### src/rtl/pid_pkg.sv
// Shared widths and limits for the PID drive controller.
// Derived saturator widths keep the clamp ranges tied to the named limits.
package pid_pkg;
  localparam int ERR_W   = 13;
  localparam int INTEG_W = 17;
  localparam int PID_W   = 15;
  localparam int DRV_W   = 12;

  localparam logic [INTEG_W-1:0] INTEG_MAX = 17'h1FFFF;
  localparam int                 D_SAT_POS = 511;
  localparam int                 D_SAT_NEG = -512;
  localparam logic [DRV_W-1:0]   DRV_MAX   = 12'hFFF;

  // Signed widths whose natural range covers each clamp window.
  localparam int D_SAT_W     = $clog2(D_SAT_POS - D_SAT_NEG + 1);
  localparam int INTEG_SAT_W = $clog2(int'(INTEG_MAX) + 1) + 1;
  localparam int DRV_SAT_W   = $clog2(int'(DRV_MAX) + 1) + 1;
endpackage

### src/rtl/pid_sat.sv
// Signed saturator: clamps an IN_W-bit signed value into the OUT_W-bit signed range.
module pid_sat #(
  parameter int IN_W  = 14,
  parameter int OUT_W = 10
) (
  input  logic signed [IN_W-1:0]  in_i,
  output logic signed [OUT_W-1:0] out_o
);
  localparam logic signed [IN_W-1:0] MAX_V = IN_W'((2 ** (OUT_W - 1)) - 1);
  localparam logic signed [IN_W-1:0] MIN_V = IN_W'(-(2 ** (OUT_W - 1)));

  always_comb begin
    if (in_i > MAX_V) begin
      out_o = MAX_V[OUT_W-1:0];
    end else if (in_i < MIN_V) begin
      out_o = MIN_V[OUT_W-1:0];
    end else begin
      out_o = in_i[OUT_W-1:0];
    end
  end
endmodule

### src/rtl/pid_drive_ctrl.sv
// Closed-loop PID drive controller: signed error in, registered unsigned drive magnitude out.
// Integrator and derivative history advance on a decimated tick; P acts every clock.
module pid_drive_ctrl
  import pid_pkg::*;
#(
  parameter int DEC_W   = 20,
  parameter int D_DEPTH = 2
) (
  input  logic                    clk,
  input  logic                    rst_n,
  input  logic signed [ERR_W-1:0] error,
  input  logic                    not_pedaling,
  output logic [DRV_W-1:0]        drv_mag
);
  logic [DEC_W-1:0]                  dec_q;
  logic signed [ERR_W-1:0]           err_q;
  logic                              tick_q;
  logic [INTEG_W-1:0]                integ_q, integ_d;
  logic [D_DEPTH-1:0][ERR_W-1:0]     hist_q, hist_d;
  logic [DRV_W-1:0]                  drv_q, drv_d;

  logic                              tick;
  logic signed [INTEG_SAT_W:0]       integ_sum;
  logic signed [INTEG_SAT_W-1:0]     integ_sat;
  logic signed [ERR_W:0]             d_diff;
  logic signed [D_SAT_W-1:0]         d_sat;
  logic signed [PID_W-1:0]           p_term, i_term, d_term, pid;
  logic signed [DRV_SAT_W-1:0]       drv_sat;

  assign tick = &dec_q;

  // 19-bit sum: integ near max plus a positive error overflows 18-bit signed.
  assign integ_sum = {2'b00, integ_q}
                   + {{(INTEG_SAT_W + 1 - ERR_W){err_q[ERR_W-1]}}, err_q};

  pid_sat #(.IN_W(INTEG_SAT_W + 1), .OUT_W(INTEG_SAT_W)) u_integ_sat (
    .in_i  (integ_sum),
    .out_o (integ_sat)
  );

  always_comb begin
    integ_d = integ_q;
    if (not_pedaling) begin
      integ_d = '0;
    end else if (tick_q) begin
      integ_d = integ_sat[INTEG_SAT_W-1] ? '0 : integ_sat[INTEG_W-1:0];
    end
  end

  always_comb begin
    hist_d = hist_q;
    if (tick_q) begin
      hist_d[0] = err_q;
      for (int k = 1; k < D_DEPTH; k++) begin
        hist_d[k] = hist_q[k-1];
      end
    end
  end

  assign d_diff = {err_q[ERR_W-1], err_q}
                - {hist_q[D_DEPTH-1][ERR_W-1], hist_q[D_DEPTH-1]};

  pid_sat #(.IN_W(ERR_W + 1), .OUT_W(D_SAT_W)) u_d_sat (
    .in_i  (d_diff),
    .out_o (d_sat)
  );

  assign p_term = {{(PID_W - ERR_W){err_q[ERR_W-1]}}, err_q};
  assign i_term = {{(PID_W - 12){1'b0}}, integ_q[INTEG_W-1:5]};
  assign d_term = {{(PID_W - D_SAT_W - 1){d_sat[D_SAT_W-1]}}, d_sat, 1'b0};
  assign pid    = p_term + i_term + d_term;

  pid_sat #(.IN_W(PID_W), .OUT_W(DRV_SAT_W)) u_drv_sat (
    .in_i  (pid),
    .out_o (drv_sat)
  );

  assign drv_d   = drv_sat[DRV_SAT_W-1] ? '0 : drv_sat[DRV_W-1:0];
  assign drv_mag = drv_q;

  always_ff @(posedge clk or negedge rst_n) begin
    if (!rst_n) begin
      dec_q   <= '0;
      err_q   <= '0;
      tick_q  <= 1'b0;
      integ_q <= '0;
      hist_q  <= '0;
      drv_q   <= '0;
    end else begin
      dec_q   <= dec_q + 1'b1;
      err_q   <= error;
      tick_q  <= tick;
      integ_q <= integ_d;
      hist_q  <= hist_d;
      drv_q   <= drv_d;
    end
  end
endmodule
### config.mk
export PLATFORM = sky130hd
export DESIGN_NAME = pid_drive_ctrl
export DESIGN_NICKNAME = d
export VERILOG_FILES = /design/src/rtl/pid_pkg.sv /design/src/rtl/pid_sat.sv /design/src/rtl/pid_drive_ctrl.sv
export SDC_FILE = /design/constraint.sdc
export NUM_CORES = 1
export LEC_CHECK = 0
export BUFFER_PORTS_ARGS = -buffer_cell sky130_fd_sc_hd__buf_2
export CAP_MARGIN = 20
export CORE_UTILIZATION = 49
export CTS_BUF_LIST = sky130_fd_sc_hd__clkbuf_4 sky130_fd_sc_hd__clkbuf_8
export CTS_CLUSTER_SIZE = 28
export DETAILED_ROUTE_END_ITERATION = 8
export PLACE_DENSITY = 0.66
export RECOVER_POWER = 50
export SLEW_MARGIN = 10
export SYNTH_ARGS = -nofsm -noshare
export SYNTH_HDL_FRONTEND = slang
export SYNTH_HIERARCHICAL = 1
export SYNTH_SLANG_ARGS = --single-unit
### constraint.sdc
create_clock -name clk -period 6.6 [get_ports clk]
set_clock_uncertainty 0.15 [all_clocks]
set_input_delay 0.99 -clock clk [delete_from_list [all_inputs] [get_ports clk]]
set_output_delay 0.99 -clock clk [all_outputs]
set_load 0.01 [all_outputs]
==> flow_summary.toml, run 1 <==
[timing]
max-slew-margin-rel = -0.3731
slew_violations = 81
timing.final.crit_share = 0.9147
rsz0062_at_grt = "no"
worst_slack_ns = 0.5630
setup_viol = 0
max_freq_mhz = 165.6
hold_violations = 0
tightest_slew_ns = 2.060
post-route-min-period_ns = 6.037
finalSetupTns_ns = 0

[synth]
synth_ff_type = "dfrtp_1"
avgSynthCellArea_sq_um = 9.797
netlist_area_sq_um = 6221
yosysSeqAreaShare = 0.3580
yosysUniqueCellTypes = 71
synth_fp_nets = 712
synth-edff-count = 0
synth-seq-cells = 89
synth_top_cells_by_count = "dfrtp_1, nor2_1, ha_1, inv_1, nand2_1"
ys_warn_count = 6
async_reset_ff_frac = 1.000
synth_top_area_frac = 0.3580
synthCells = 635
yosys.area.top_type = "dfrtp_1"
yosysMostFrequentCell = "dfrtp_1"
netlist_top_cells_area = "dfrtp_1, ha_1, xnor2_1"

[critical_path]
cp_slowest_cell = "dfrtp_1"
reg2reg_from = "err_q[0]"
r2r_slack_ns = 0.56
cp_max_fo = 24
cp.depth = 27
critical_path_arrival_ns = 6.20
crit_type = "reg2reg"
end_kind = "flip-flop"
crit_start = "err_q[0]"
max_stage_delay_ns = 0.48
critPathRequiredTime_ns = 6.76
regToRegEndpoint = "drv_mag[2]"
reg2reg_depth = 27
cp.buffers_inverters = 5
crit_family = "compound AO/OA/AOI/OAI gates"
crit_end = "drv_mag[2]"
start_kind = "flip-flop"

[final_layout]
instances_no_fill = 830
n_fill_cell = 1135
drive_above_1_share = 0.1360
area_delta_synth_final_pct = 7.703
antenna_cells = 0
final_area_sq_um = 6700
finalNetCount = 734

[clock_network]
path_clk_slew_ns = 0.09
post-cts-setup-buffer-count = 0
cts_root_buffer = "clkbuf_8"
htreeDepth = 3
cts_buffers = 9
tritoncts = "done"
clock-sinks = 89
clockBufferDepth = 2
clock_latency_ns = 0.38

[power]
power_density_nw_per_um2 = 211.7
power.total_w = 0.001419
p_leak_nw = 3.134
ir_worst_vdd_v = 0.0001804

[route]
avgViaCountPerCell = 5.583
drt-total-wl_um = 13030
drc = 0
ant_nets = 0
first_iter_violations = 332
dr.max_layer_used = "met4"
via_count = 4634
wl_per_cell_um = 15.70
first_pass_iters = 5
dr_wl_met2_um = 5720
wl_met1_um = 6504
wl_met3_um = 461

[place]
dp_cells = 813
portBuffers = 27
post_dp_cell_area_sq_um = 6456
dp_slack_ns = 0.4743
hpwl_um = 9644
gp_congestion = 0.8491

[worst_hold_path]
hp-class = "reg2reg"
holdCritStartpoint = "dec_q[19]"

[floorplanning]
dieArea_sq_um = 13150
initial_core_util = 0.5094
std_cell_rows = 40
die_w_um = 114.7
fp.coreArea_sq_um = 12210
die_y_um = 114.7
ios = 28

[global_routing]
track_usage = 0.2192
grt_pass1_vias = 4571
overflow = 0
antenna_found_initial = 0
grt_pass1_wl_um = 22120
grt_max_degree = 52

[status]
outcome = "complete, but fails checks"
violations = "max-capacitance violations, max-slew violations"

[job]
timing.max_cap.violations = 2
==> sequential cells by signal (all words and copies together), names as in the netlist <==
signal / count
tick_q: 1
err_q: 13
drv_mag: 12
dec_q: 20
hist_q: 26
integ_q: 17
==> repair_timing <==
item / 4_1_cts / 5_1_grt
endpoints found under the setup margin: 0 / 12
hold endpoints to repair: 0 / 0
gates resized for setup: 0 / 3
hold buffers: 0 / 0
==> report_power, final <==
part           total (W)  internal, W  switching (W)
registers       0.000585     0.000572      0.0000139
clock network   0.000428     0.000216       0.000211
logic           0.000405     0.000173       0.000233
total            0.00142     0.000960       0.000458
==> cell families (layout without fill, tap and decap cells) <==
family / count (synthesis) / after routing / synth area share
compound gates: 166 / 166 / 0.1860
xor+xnor: 49 / 49 / 0.06899
simple gates: 164 / 164 / 0.1319
flops: 89 / 89 / 0.3580
buf+inv: 74 / 101 / 0.05913
fa+ha+maj: 78 / 78 / 0.1689
mux: 15 / 15 / 0.02695
==> final cells by class <==
| type | count | area (sq um) | share of cell area |
|---|---|---|---|
| Multi-Input combinational cell | 472 | 3645 | 0.5440 |
| Tap cell | 168 | 210.2 | 0.03137 |
| Clock buffer | 9 | 123.9 | 0.01849 |
| Sequential cell | 89 | 2227 | 0.3324 |
| Clock inverter | 7 | 101.3 | 0.01513 |
| Inverter | 47 | 176.4 | 0.02633 |
| Timing Repair Buffer | 38 | 216.5 | 0.03231 |
==> worst reg2reg max path: cells and delay by family (launching register included) <==
family                     cells  cell delay (ns)
AOI/OAI and AO/OA             12             2.34
adders and majority gates      5             1.73
buffers and inverters          5             0.64
DFF                            1             0.48
and+or+nand+nor                3             0.35
xor gates and xnor gates       2             0.29
==> layout by cell type, fill, tap and decap left out, types with 8 or more instances in the layout <==
| master | count |
|---|---|
| xor2_1 | 15 |
| nand4_1 | 15 |
| maj3_2 | 10 |
| o21ai_0 | 28 |
| mux2_2 | 14 |
| xnor2_1 | 34 |
| nand3_1 | 17 |
| fa_1 | 14 |
| buf_4 | 9 |
| o22ai_1 | 13 |
| nor2b_1 | 16 |
| a21oi_1 | 25 |
| ha_1 | 47 |
| a221oi_1 | 9 |
| nor2_1 | 50 |
| clkbuf_8 | 9 |
| a22o_1 | 17 |
| inv_1 | 46 |
| a21boi_1 | 10 |
| nor3_1 | 8 |
| dfrtp_1 | 89 |
| buf_2 | 26 |
| nand2_1 | 35 |
| a21o_1 | 12 |
==> layer usage <==
metal,vias to the layer above,GRT usage
met1,2211,0.3020
li1,2308,-
met2,96,0.3414
met5,-,0
met3,19,0.04288
met4,0,0.08398
==> through the flow <==
stage / utilization / hold slack, ns
2_1_floorplan: - / 0.2869
3_3_place_gp: 0.5287 / 0.3031
3_5_place_dp: 0.5287 / 0.3076
4_1_cts: 0.5471 / 0.3217
5_1_grt: 0.5487 / 0.3442
6_report: 0.5487 / 0.3223
==> worst min path at each step <==
| stage | endpoint | cells past startpoint |
|---|---|---|
| after CTS | dec_q[19] | 1 |
| after global routing | dec_q[15] | 1 |
| after global placement | dec_q[18] | 1 |
| final | dec_q[19] | 1 |
| after floorplan | dec_q[19] | 1 |
| after detailed placement | dec_q[19] | 1 |
Note: power is estimated with default switching activity, not from simulation.
==> run 2, diff against run 1 <==
--- a/config.mk
+++ b/config.mk
@@ -7,11 +7,11 @@
 export LEC_CHECK = 0
 export BUFFER_PORTS_ARGS = -buffer_cell sky130_fd_sc_hd__buf_2
 export CAP_MARGIN = 20
-export CORE_UTILIZATION = 49
+export CORE_UTILIZATION = 60
 export CTS_BUF_LIST = sky130_fd_sc_hd__clkbuf_4 sky130_fd_sc_hd__clkbuf_8
 export CTS_CLUSTER_SIZE = 28
 export DETAILED_ROUTE_END_ITERATION = 8
-export PLACE_DENSITY = 0.66
+export PLACE_DENSITY = 0.78
 export RECOVER_POWER = 50
 export SLEW_MARGIN = 10
 export SYNTH_ARGS = -nofsm -noshare
==> flow_summary.toml, run 2 (synthesized netlist as in run 1, its figures left out) <==
[job]
timing.max_cap.violations = 3

[global_routing]
track_usage = 0.2441
grt_max_degree = 90
overflow = 0
antenna_found_initial = 0
grt_pass1_vias = 4408
grt_pass1_wl_um = 21040

[status]
outcome = "complete, but fails checks"
violations = "max-capacitance violations, max-slew violations"

[final_layout]
final_area_sq_um = 6615
utilization = 0.6676
final_cell_mix = "dfrtp_1, nor2_1, ha_1"
instances_no_fill = 794
drive_above_1_share = 0.1316
largest_reg_flops = 26
antenna_cells = 0
final_common_cell = "dfrtp_1"
reg_top3 = "hist_q x26, dec_q x20, integ_q x17"
finalNetCount = 733
largest-register = "hist_q"
n_fill_cell = 811
area_delta_synth_final_pct = 6.335

[timing]
hold_violations = 0
setup_viol = 0
slew_violations = 133
max-slew-margin-rel = -0.6307
finalSetupTns_ns = 0
post-route-min-period_ns = 6.192
rsz0062_at_grt = "no"
timing.final.crit_share = 0.9381
tightest_slew_ns = 2.446
max_freq_mhz = 161.5
worst_slack_ns = 0.4084

[route]
via_count = 4723
ant_nets = 0
drt-total-wl_um = 12520
drc = 0
first_iter_violations = 285
first_pass_iters = 6
wl_per_cell_um = 15.77
avgViaCountPerCell = 5.948

[floorplanning]
ios = 28
std_cell_rows = 36
die_y_um = 103.8
fp.coreArea_sq_um = 9910
dieArea_sq_um = 10780
initial_core_util = 0.6278
die_w_um = 103.8

[clock_network]
clock-sinks = 89
tritoncts = "done"
cts_buffers = 9
path_clk_slew_ns = 0.09
clockBufferDepth = 2
clock_latency_ns = 0.38
post-cts-setup-buffer-count = 0
cts_root_buffer = "clkbuf_8"
htreeDepth = 3

[place]
dp_slack_ns = 0.4633
portBuffers = 27
dp_cells = 776
post_dp_cell_area_sq_um = 6397
gp_congestion = 0.9252
hpwl_um = 9111

[critical_path]
end_kind = "flip-flop"
cp_max_fo = 24
start_kind = "flip-flop"
critical_path_arrival_ns = 6.35
critPathRequiredTime_ns = 6.75
crit_type = "reg2reg"

[power]
power_density_nw_per_um2 = 208.4
p_leak_nw = 3.115
ir_worst_vdd_v = 0.0001193

[worst_hold_path]
hp-class = "reg2reg"
## run 2: worst paths after layout
kind	startpoint	endpoint	slack (ns)	cells after the start
worst min register to register	dec_q[19]	dec_q[19]	0.32	1
worst min-delay path	dec_q[19]	dec_q[19]	0.32	1
worst max-delay path	err_q[0]	drv_mag[9]	0.41	27
min in group asynchronous	rst_n	hist_q[9]	1.08	1
worst max register to register	err_q[0]	drv_mag[9]	0.41	27
max in group asynchronous	rst_n	dec_q[8]	2.06	2
## run 2: layout make-up
class                   instances  area, sq um  area share
multi-input cells             472         3640      0.5502
flip-flops and latches         89         2227      0.3367
repair buffers                 37        205.2     0.03102
inverters                      47        176.4     0.02667
well taps                     133        166.4     0.02516
clock buffers                   9        123.9     0.01873
clock inverters                 7        76.32     0.01154
## run 2: repair_timing
item / in CTS / in global routing
hold buffers: 0 / 0
resized for setup: 0 / 2
endpoints found under the setup margin: 0 / 2
## run 2: layer usage
metal	up-vias	track usage	wire length, um
li1	2305	-	-
met1	2258	0.3390	5944
met2	133	0.3800	5680
met3	27	0.04279	586
met4	0	0.09694	312
met5	-	0	0
## run 2: critical path, cell delays in order, from the launching register on
cell      delay [ns]
dfrtp_1         0.44
inv_1           0.07
ha_1            0.23
fa_1            0.42
nor2b_1         0.12
o21ai_0         0.11
a21boi_0        0.32
o41a_1          0.28
o22ai_1         0.13
xnor2_1         0.16
buf_4           0.20
nor3_4          0.09
a221oi_1        0.36
inv_1           0.09
fa_1            0.48
inv_1           0.04
ha_1            0.21
fa_1            0.40
a21oi_1         0.19
o21ai_1         0.11
a31o_2          0.27
a21oi_1         0.23
o31a_1          0.18
xor2_1          0.14
buf_4           0.25
a21boi_1        0.11
o22ai_1         0.18
nor2b_1         0.16
## run 2: report_power, final
group / switching [W] / internal [W]
sequential: 0.0000147 / 0.000572
clock: 0.000211 / 0.000178
combinational: 0.000232 / 0.000171
total: 0.000457 / 0.000921
## run 2: stage by stage
step	hold WS, ns	total power [W]
finish	0.3157	0.001378
global route	0.3323	0.001457
global placement	0.3020	0.0009811
CTS	0.3219	0.001382
floorplan	0.2869	0.0009071
detailed placement	0.3050	0.0009941
